--- config.mk ---
export PLATFORM = sky130hd
export DESIGN_NAME = logic_unit_arbiter
export DESIGN_NICKNAME = d
export VERILOG_FILES = /design/src/rtl/logic_unit_arbiter.sv
export SDC_FILE = /design/constraint.sdc
export NUM_CORES = 1
export LEC_CHECK = 0
export CAP_MARGIN = 15
export CORE_MARGIN = 2
export CORE_UTILIZATION = 23
export DETAILED_ROUTE_END_ITERATION = 12
export PLACE_DENSITY = 0.44
export SYNTH_ARGS = -nofsm -noshare
export SYNTH_HDL_FRONTEND = slang
export SYNTH_SLANG_ARGS = --single-unit
--- constraint.sdc ---
create_clock -name clk -period 3.62 [get_ports clk]
set_clock_uncertainty 0.1 [all_clocks]
set_input_delay 0.543 -clock clk [delete_from_list [all_inputs] [get_ports clk]]
set_output_delay 0.543 -clock clk [all_outputs]
set_load 0.01 [all_outputs]
--- src/rtl/logic_unit_arbiter.sv ---
// Two-requester bitwise logic unit (OR/AND/XOR/NOR) with a round-robin arbiter and IDLE/EXEC/DONE FSM.
// Optional registered zero flag is enabled by defining LOGIC_ARB_ZFLAG_EN.
module logic_unit_arbiter #(
    parameter int k = 16
) (
    input  logic         clk,
    input  logic         rst_n,
    input  logic         req0,
    input  logic [1:0]   op0,
    input  logic [k-1:0] a0,
    input  logic [k-1:0] b0,
    input  logic         req1,
    input  logic [1:0]   op1,
    input  logic [k-1:0] a1,
    input  logic [k-1:0] b1,
    output logic         done0,
    output logic         done1,
    output logic [k-1:0] result,
    output logic         busy
`ifdef LOGIC_ARB_ZFLAG_EN
    ,
    output logic         zero
`endif
);

    typedef enum logic [1:0] {
        IDLE = 2'd0,
        EXEC = 2'd1,
        DONE = 2'd2
    } state_e;

    typedef enum logic [1:0] {
        OP_OR  = 2'b00,
        OP_AND = 2'b01,
        OP_XOR = 2'b10,
        OP_NOR = 2'b11
    } op_e;

    state_e       state_q, state_d;
    logic         gnt_q, gnt_d;
    logic         last_q, last_d;
    logic [1:0]   op_q, op_d;
    logic [k-1:0] a_q, a_d;
    logic [k-1:0] b_q, b_d;
    logic [k-1:0] result_q, result_d;

    function automatic logic [k-1:0] apply_op(input logic [1:0] op,
                                              input logic [k-1:0] a,
                                              input logic [k-1:0] b);
        logic [k-1:0] r;
        case (op_e'(op))
            OP_OR:   r = a | b;
            OP_AND:  r = a & b;
            OP_XOR:  r = a ^ b;
            default: r = ~(a | b);
        endcase
        return r;
    endfunction

    // NOTE: every variable gets its hold value first so no path leaves it unassigned (no latch).
    always_comb begin
        state_d  = state_q;
        gnt_d    = gnt_q;
        last_d   = last_q;
        op_d     = op_q;
        a_d      = a_q;
        b_d      = b_q;
        result_d = result_q;
        case (state_q)
            IDLE: begin
                if (req0 || req1) begin
                    // On contention the requester not served last wins.
                    gnt_d   = (req0 && req1) ? ~last_q : req1;
                    op_d    = gnt_d ? op1 : op0;
                    a_d     = gnt_d ? a1  : a0;
                    b_d     = gnt_d ? b1  : b0;
                    state_d = EXEC;
                end
            end
            EXEC: begin
                result_d = apply_op(op_q, a_q, b_q);
                state_d  = DONE;
            end
            DONE: begin
                last_d  = gnt_q;
                state_d = IDLE;
            end
            default: state_d = IDLE;
        endcase
    end

    // NOTE: sequential state uses non-blocking assignments so all flops see pre-edge values.
    always_ff @(posedge clk or negedge rst_n) begin
        if (!rst_n) begin
            state_q  <= IDLE;
            gnt_q    <= 1'b0;
            last_q   <= 1'b1;
            op_q     <= 2'b00;
            a_q      <= '0;
            b_q      <= '0;
            result_q <= '0;
        end else begin
            state_q  <= state_d;
            gnt_q    <= gnt_d;
            last_q   <= last_d;
            op_q     <= op_d;
            a_q      <= a_d;
            b_q      <= b_d;
            result_q <= result_d;
        end
    end

    assign done0  = (state_q == DONE) && !gnt_q;
    assign done1  = (state_q == DONE) &&  gnt_q;
    assign busy   = (state_q != IDLE);
    assign result = result_q;

`ifdef LOGIC_ARB_ZFLAG_EN
    logic zero_q, zero_d;

    always_comb begin
        zero_d = (result_d == '0);
    end

    always_ff @(posedge clk or negedge rst_n) begin
        if (!rst_n) begin
            zero_q <= 1'b1;
        end else begin
            zero_q <= zero_d;
        end
    end

    assign zero = zero_q;
`endif

endmodule

==> metrics.txt, run 1 <==
clock tree sinks=54; final net count=485; total leakage power=2.23 nW; type of the worst setup path=in -> reg; pwr dens=748 nW/µm²; top fanout value on the critical path=19; DR pass1 iterations=4; setup slack at placement=975 ps; post-synthesis instance area=3380 µm²; clock tree from TritonCTS=built; flip-flop cell with the highest count after synthesis=sky130_fd_sc_hd__dfrtp_1; outcome=finished, final reports clean; CTS Hold Bufs=0; number of distinct library cells after synthesis=22; net switching power=1.32 mW; fillcell total=1519; clock tree buffer depth=2; clock-pin transition on the worst setup and hold timing paths=70 ps; DRC violation count after routing=0; type of the most critical hold path=in -> async; power share of the sequential group=34.8%; final hold violation count=0; library cell with the largest summed area after synthesis=sky130_fd_sc_hd__dfrtp_1; minimum clock period=2270 ps; effective utilization at floorplan=23.4%; vias per inst=4.19; area growth from synthesis to layout=34.1%; Crit path arrival time=2330 ps; Die X-Extent=125 µm; total routed wirelength=8070 µm; synthesis-stage register bit count=54; cell count after synthesis=297; layout cell share with drive strength beyond 1=4.97%; largest net degree at the start of global routing=36; number of global-route vias before repair=2532; Max-Slew Margin vs Limit=34.7%; highest achievable clock rate=441 MHz; main area contributors after synthesis=sky130_fd_sc_hd__dfrtp_1, sky130_fd_sc_hd__mux2i_1, sky130_fd_sc_hd__ha_1, sky130_fd_sc_hd__inv_1, sky130_fd_sc_hd__o221ai_1; area fraction of the dominant cell type after synthesis=39.2%; nature of the critical path startpoint=input port; placeable core area=14400 µm²; share of synthesized registers carrying an async set or reset=100%; setup fix buffers added after clock tree synthesis=0; part of the power in combinational logic=50.7%; sum of internal, switching and leakage power=3.39 mW; number of enable-type register cells in the synthesized netlist=0; internal portion of total power=2.07 mW; number of max-cap violations=0; final cell area excluding filler cells=4530 µm²; Worst Path Required=3680 ps; RSZ-0062 raised after global routing=false; average instance area after synthesis=11.4 µm²; number of I/O pins=91; global routing usage summed across all routing layers=10.7%; Worst setup EP type=register; Warnings, synthesis=0; Least-Margin Pin Slew=979 ps; number of levels the H-tree was split into=2; cell with the most instances after synthesis=sky130_fd_sc_hd__mux2i_1; total via count in the routed design=2374; wire length per cell after detailed routing=14.3 µm; register area share after synthesis=40.0%; number of slew-limit violations in the final report=0; top cells by instance count after synthesis=sky130_fd_sc_hd__mux2i_1, sky130_fd_sc_hd__dfrtp_1, sky130_fd_sc_hd__inv_1; number of core rows=44; antenna violations before repair=0; first-pass GRT wire length=13100 µm; post-synth net total=401; setup slack of the most critical reg-to-reg path=1540 ps; global-route congestion overflow total=0; weighted congestion reported at the end of routability-driven placement=0.677; cells resized by post-CTS repair=0; count of antenna-violating nets left after detailed routing=0; Max VDD drop=0.307 mV; # setup viols final=0; switching fraction of total power=38.9%; part of the total power dissipated in the clock network=14.6%; TNS Setup=0 ps; number of DRC markers in iteration 0=49; vertical die dimension=125 µm; area of placed instances=4400 µm²; minimum hold slack=197 ps; insertion delay to the later sink of the worst-skew pair=300 ps; crit share post-route=62.6%; floorplan die area=15700 µm²; number of buffer cells added on primary ports=90; total clock buffers created by CTS=5; detailed placer's ending HPWL=5560 µm; clock root cell=sky130_fd_sc_hd__clkbuf_16; Setup WS post-layout=1350 ps; ant diodes=0
-- final cells by class --
| type | count | area [µm²] | share of cell area, % |
|---|---|---|---|
| Tap cell | 184 | 230 | 5.08 |
| Sequential cell | 54 | 1350 | 29.9 |
| Multi-Input combinational cell | 178 | 1710 | 37.6 |
| Timing Repair Buffer | 94 | 926 | 20.4 |
| Inverter | 48 | 180 | 3.97 |
| Clock buffer | 8 | 136 | 3.01 |
-- metal layers --
layer  wire length [µm]  GRT usage [%]
met3                344           2.40
met1               3620           13.4
met5                  0              0
met2               3970           18.1
met4                131           4.25
-- registers in the layout (all words and copies together) (netlist names) --
signal   count
a_q         16
b_q         16
gnt_q        1
last_q       1
op_q         2
result      16
state_q      2
-- power by group through the flow --
stage,clock network (mW),logic (mW),registers (mW)
final,0.493,1.72,1.18
after CTS,0.514,1.77,1.19
after floorplan,0,1.30,1.09
after global placement,0,1.71,1.20
after global routing,0.538,1.94,1.24
after detailed placement,0,1.76,1.20
-- critical path, stage by stage --
cell	delay, ps
sky130_fd_sc_hd__clkdlybuf4s50_1	410
sky130_fd_sc_hd__a21bo_2	570
sky130_fd_sc_hd__buf_4	440
sky130_fd_sc_hd__mux2i_1	240
sky130_fd_sc_hd__mux2i_1	90
-- worst paths after layout --
check                      cells after the start                endpoint                    from
max                                            5      a_q[4]$_DFFE_PN0P_                    req1
min                                            1      a_q[5]$_DFFE_PN0P_                   rst_n
max reg2reg                                    4      a_q[4]$_DFFE_PN0P_      last_q$_DFFE_PN1N_
min reg2reg                                    2  result[13]$_DFFE_PN0N_  result[13]$_DFFE_PN0N_
max in group asynchronous                      2     a_q[14]$_DFFE_PN0P_                   rst_n
min in group clk                               2  result[13]$_DFFE_PN0N_  result[13]$_DFFE_PN0N_
-- cell families after synthesis --
logic type / share of synthesized area, %
adder cells (fa/ha/maj): 11.8
flip-flops: 40.0
multiplexers: 29.9
AO/OA/AOI/OAI: 4.96
AND/OR/NAND/NOR: 3.78
buffers and inverters: 9.48
-- metrics by stage --
step           std cells  utilization [%]
2_1_floorplan        297                -
3_3_place_gp         558             30.5
3_5_place_dp         558             30.5
4_1_cts              566             31.4
5_1_grt              566             31.4
6_report             566             31.4
-- cells in the final DEF, fill, tap and decap left out --
cell	synthesis	layout
sky130_fd_sc_hd__inv_1	47	47
sky130_fd_sc_hd__clkbuf_1	1	3
sky130_fd_sc_hd__or2_1	1	1
sky130_fd_sc_hd__mux2i_1	95	95
sky130_fd_sc_hd__clkdlybuf4s50_1	0	89
sky130_fd_sc_hd__o221ai_1	16	16
sky130_fd_sc_hd__buf_4	3	4
sky130_fd_sc_hd__inv_2	1	1
sky130_fd_sc_hd__dfrtp_1	53	52
sky130_fd_sc_hd__nor2_1	5	5
sky130_fd_sc_hd__a21o_1	1	1
sky130_fd_sc_hd__a21oi_1	2	2
sky130_fd_sc_hd__dfrtp_2	0	1
sky130_fd_sc_hd__dfstp_2	1	1
sky130_fd_sc_hd__a21bo_2	0	1
sky130_fd_sc_hd__buf_2	6	1
sky130_fd_sc_hd__nand2_1	17	17
sky130_fd_sc_hd__clkbuf_16	0	5
sky130_fd_sc_hd__ha_1	32	32
sky130_fd_sc_hd__nor2_8	1	1
sky130_fd_sc_hd__nand2b_1	3	3
sky130_fd_sc_hd__mux2_4	4	4
(Power assumes the default switching activity.)
==> run 2, diff against run 1 <==
==> constraint.sdc (replaced) <==
create_clock -name clk -period 2.35 [get_ports clk]
set_clock_uncertainty 0.1 [all_clocks]
set_input_delay 0.3525 -clock clk [delete_from_list [all_inputs] [get_ports clk]]
set_output_delay 0.3525 -clock clk [all_outputs]
set_load 0.01 [all_outputs]
==> run 2 against run 1 <==
  * Global-route usage is 0.62 points lower
  * Die area did not move
  * Non-clock buffer count is 5 higher
  * Cell count is 0.88% higher
  * Critical endpoint is now done1
  * Largest power group unchanged
  * Highest routed layer unchanged
==> metrics.txt, run 2 (synthesis results as in run 1) <==
DR pass1 iterations=4 (unchanged); clock tree from TritonCTS=built; total via count in the routed design=2376 (+0.084%); nature of the critical path startpoint=register; most frequent cells in the layout=sky130_fd_sc_hd__mux2i_1, sky130_fd_sc_hd__clkdlybuf4s50_1, sky130_fd_sc_hd__dfrtp_1; Least-Margin Pin Slew=827 ps (-152 ps); number of DRC markers in iteration 0=73 (+49%); number of max-cap violations=0 (unchanged); vias per inst=4.16 (-0.79%); commonest non-fill, non-tap cell in the layout=sky130_fd_sc_hd__mux2i_1; outcome=finished, final reports clean; Max VDD drop=0.376 mV (+23%); number of core rows=44 (unchanged); clock tree sinks=54 (unchanged); effective utilization at floorplan=23.4% (unchanged); Layout Utilization=32.0% (+0.62 points); setup fix buffers added after clock tree synthesis=0 (unchanged); pwr dens=1150 nW/µm² (+53%); number of I/O pins=91 (unchanged); layout cell share with drive strength beyond 1=6.46% (+1.5 points); count of antenna-violating nets left after detailed routing=0 (unchanged); ant diodes=0 (unchanged); placeable core area=14400 µm² (unchanged); number of levels the H-tree was split into=2 (unchanged); total routed wirelength=7880 µm (-2.4%); total clock buffers created by CTS=5 (unchanged); minimum clock period=2020 ps; CTS Hold Bufs=1 (+1); floorplan die area=15700 µm² (unchanged); final hold violation count=0 (unchanged); RSZ-0062 raised after global routing=false; clock tree buffer depth=2 (unchanged); antenna violations before repair=0 (unchanged); Worst Path Required=1900 ps (-1780 ps); detailed placer's ending HPWL=5630 µm (+1.2%); # setup viols final=0 (unchanged); clock-pin transition on the worst setup and hold timing paths=70 ps (about the same); type of the most critical hold path=in -> async; highest achievable clock rate=495 MHz; Worst setup EP type=output port; DRC violation count after routing=0 (unchanged); Die X-Extent=125 µm (unchanged); number of global-route vias before repair=2405 (-5.0%); type of the worst setup path=reg -> out; Max-Slew Margin vs Limit=44.9% (+10 points); final net count=490 (+1.0%); top fanout value on the critical path=3 (-16); total leakage power=2.28 nW (+2.1%); Crit path arrival time=1570 ps (-760 ps); area growth from synthesis to layout=36.8%; largest net degree at the start of global routing=36 (unchanged); weighted congestion reported at the end of routability-driven placement=0.719 (+6.2%); cells resized by post-CTS repair=0 (unchanged); number of buffer cells added on primary ports=90 (unchanged); number of slew-limit violations in the final report=0 (unchanged); TNS Setup=0 ps (unchanged); vertical die dimension=125 µm (unchanged); crit share post-route=86.0%; first-pass GRT wire length=12400 µm (-5.3%); global routing usage summed across all routing layers=10.1% (-0.62 points); insertion delay to the later sink of the worst-skew pair=300 ps (about the same); global-route congestion overflow total=0 (unchanged); clock root cell=sky130_fd_sc_hd__clkbuf_16; wire length per cell after detailed routing=13.8 µm (-3.2%); fillcell total=1518 (-0.066%)
run 2: final timing paths:
| path | startpoint | endpoint | slack [ps] | depth (start not counted) |
|---|---|---|---|---|
| setup / recovery | state_q[0]$_DFFE_PN0P_ | done1 | 330 | 3 |
| hold / removal | rst_n | a_q[11]$_DFFE_PN0P_ | 380 | 2 |
| setup reg to reg | state_q[1]$_DFFE_PN0P_ | result[0]$_DFFE_PN0N_ | 680 | 4 |
| hold reg to reg | result[12]$_DFFE_PN0N_ | result[12]$_DFFE_PN0N_ | 390 | 2 |
| max in group asynchronous | rst_n | last_q$_DFFE_PN1N_ | 1100 | 3 |
| min in group clk | result[12]$_DFFE_PN0N_ | result[12]$_DFFE_PN0N_ | 390 | 2 |
run 2: critical path, cell delays in order (launching register included):
cell                              delay [ps]
sky130_fd_sc_hd__dfrtp_1                 390
sky130_fd_sc_hd__nand2b_1                180
sky130_fd_sc_hd__nor2_1                  140
sky130_fd_sc_hd__clkdlybuf4s50_1         560
run 2: layout make-up:
cell class / instances / area [µm²] / share of cell area, %
sequential: 54 / 1350 / 29.3
clock buffer: 7 / 143 / 3.09
clock inverter: 1 / 5.00 / 0.108
inverter: 48 / 180 / 3.90
tap: 184 / 230 / 4.98
timing repair buffer: 99 / 1000 / 21.7
multi-input combinational: 178 / 1710 / 36.9
run 2: stage by stage:
stage | instances | cell area, µm² | total power [mW] | hold WS (ps) | worst slack [ps]
3_5_place_dp | 562 | 4460 | 4.61 | 185 | 356
6_report | 571 | 4620 | 5.29 | 384 | 328
3_3_place_gp | 562 | 4460 | 4.56 | 182 | 408
4_1_cts | 571 | 4620 | 5.43 | 387 | 305
2_1_floorplan | 297 | 3380 | 3.70 | -43.1 | 846
5_1_grt | 571 | 4620 | 5.79 | 409 | 220
run 2: metal layers:
metal	vias up	global-route usage, %	share of wire, %
met5	-	0	0
met4	0	3.73	1.5
met3	8	2.91	6.2
met2	67	17.0	48
met1	1115	12.4	44
li1	1186	-	-
run 2: where the power goes:
part           internal (mW)  switching, mW
logic                   1.44           1.41
clock network          0.424          0.344
registers               1.41          0.267
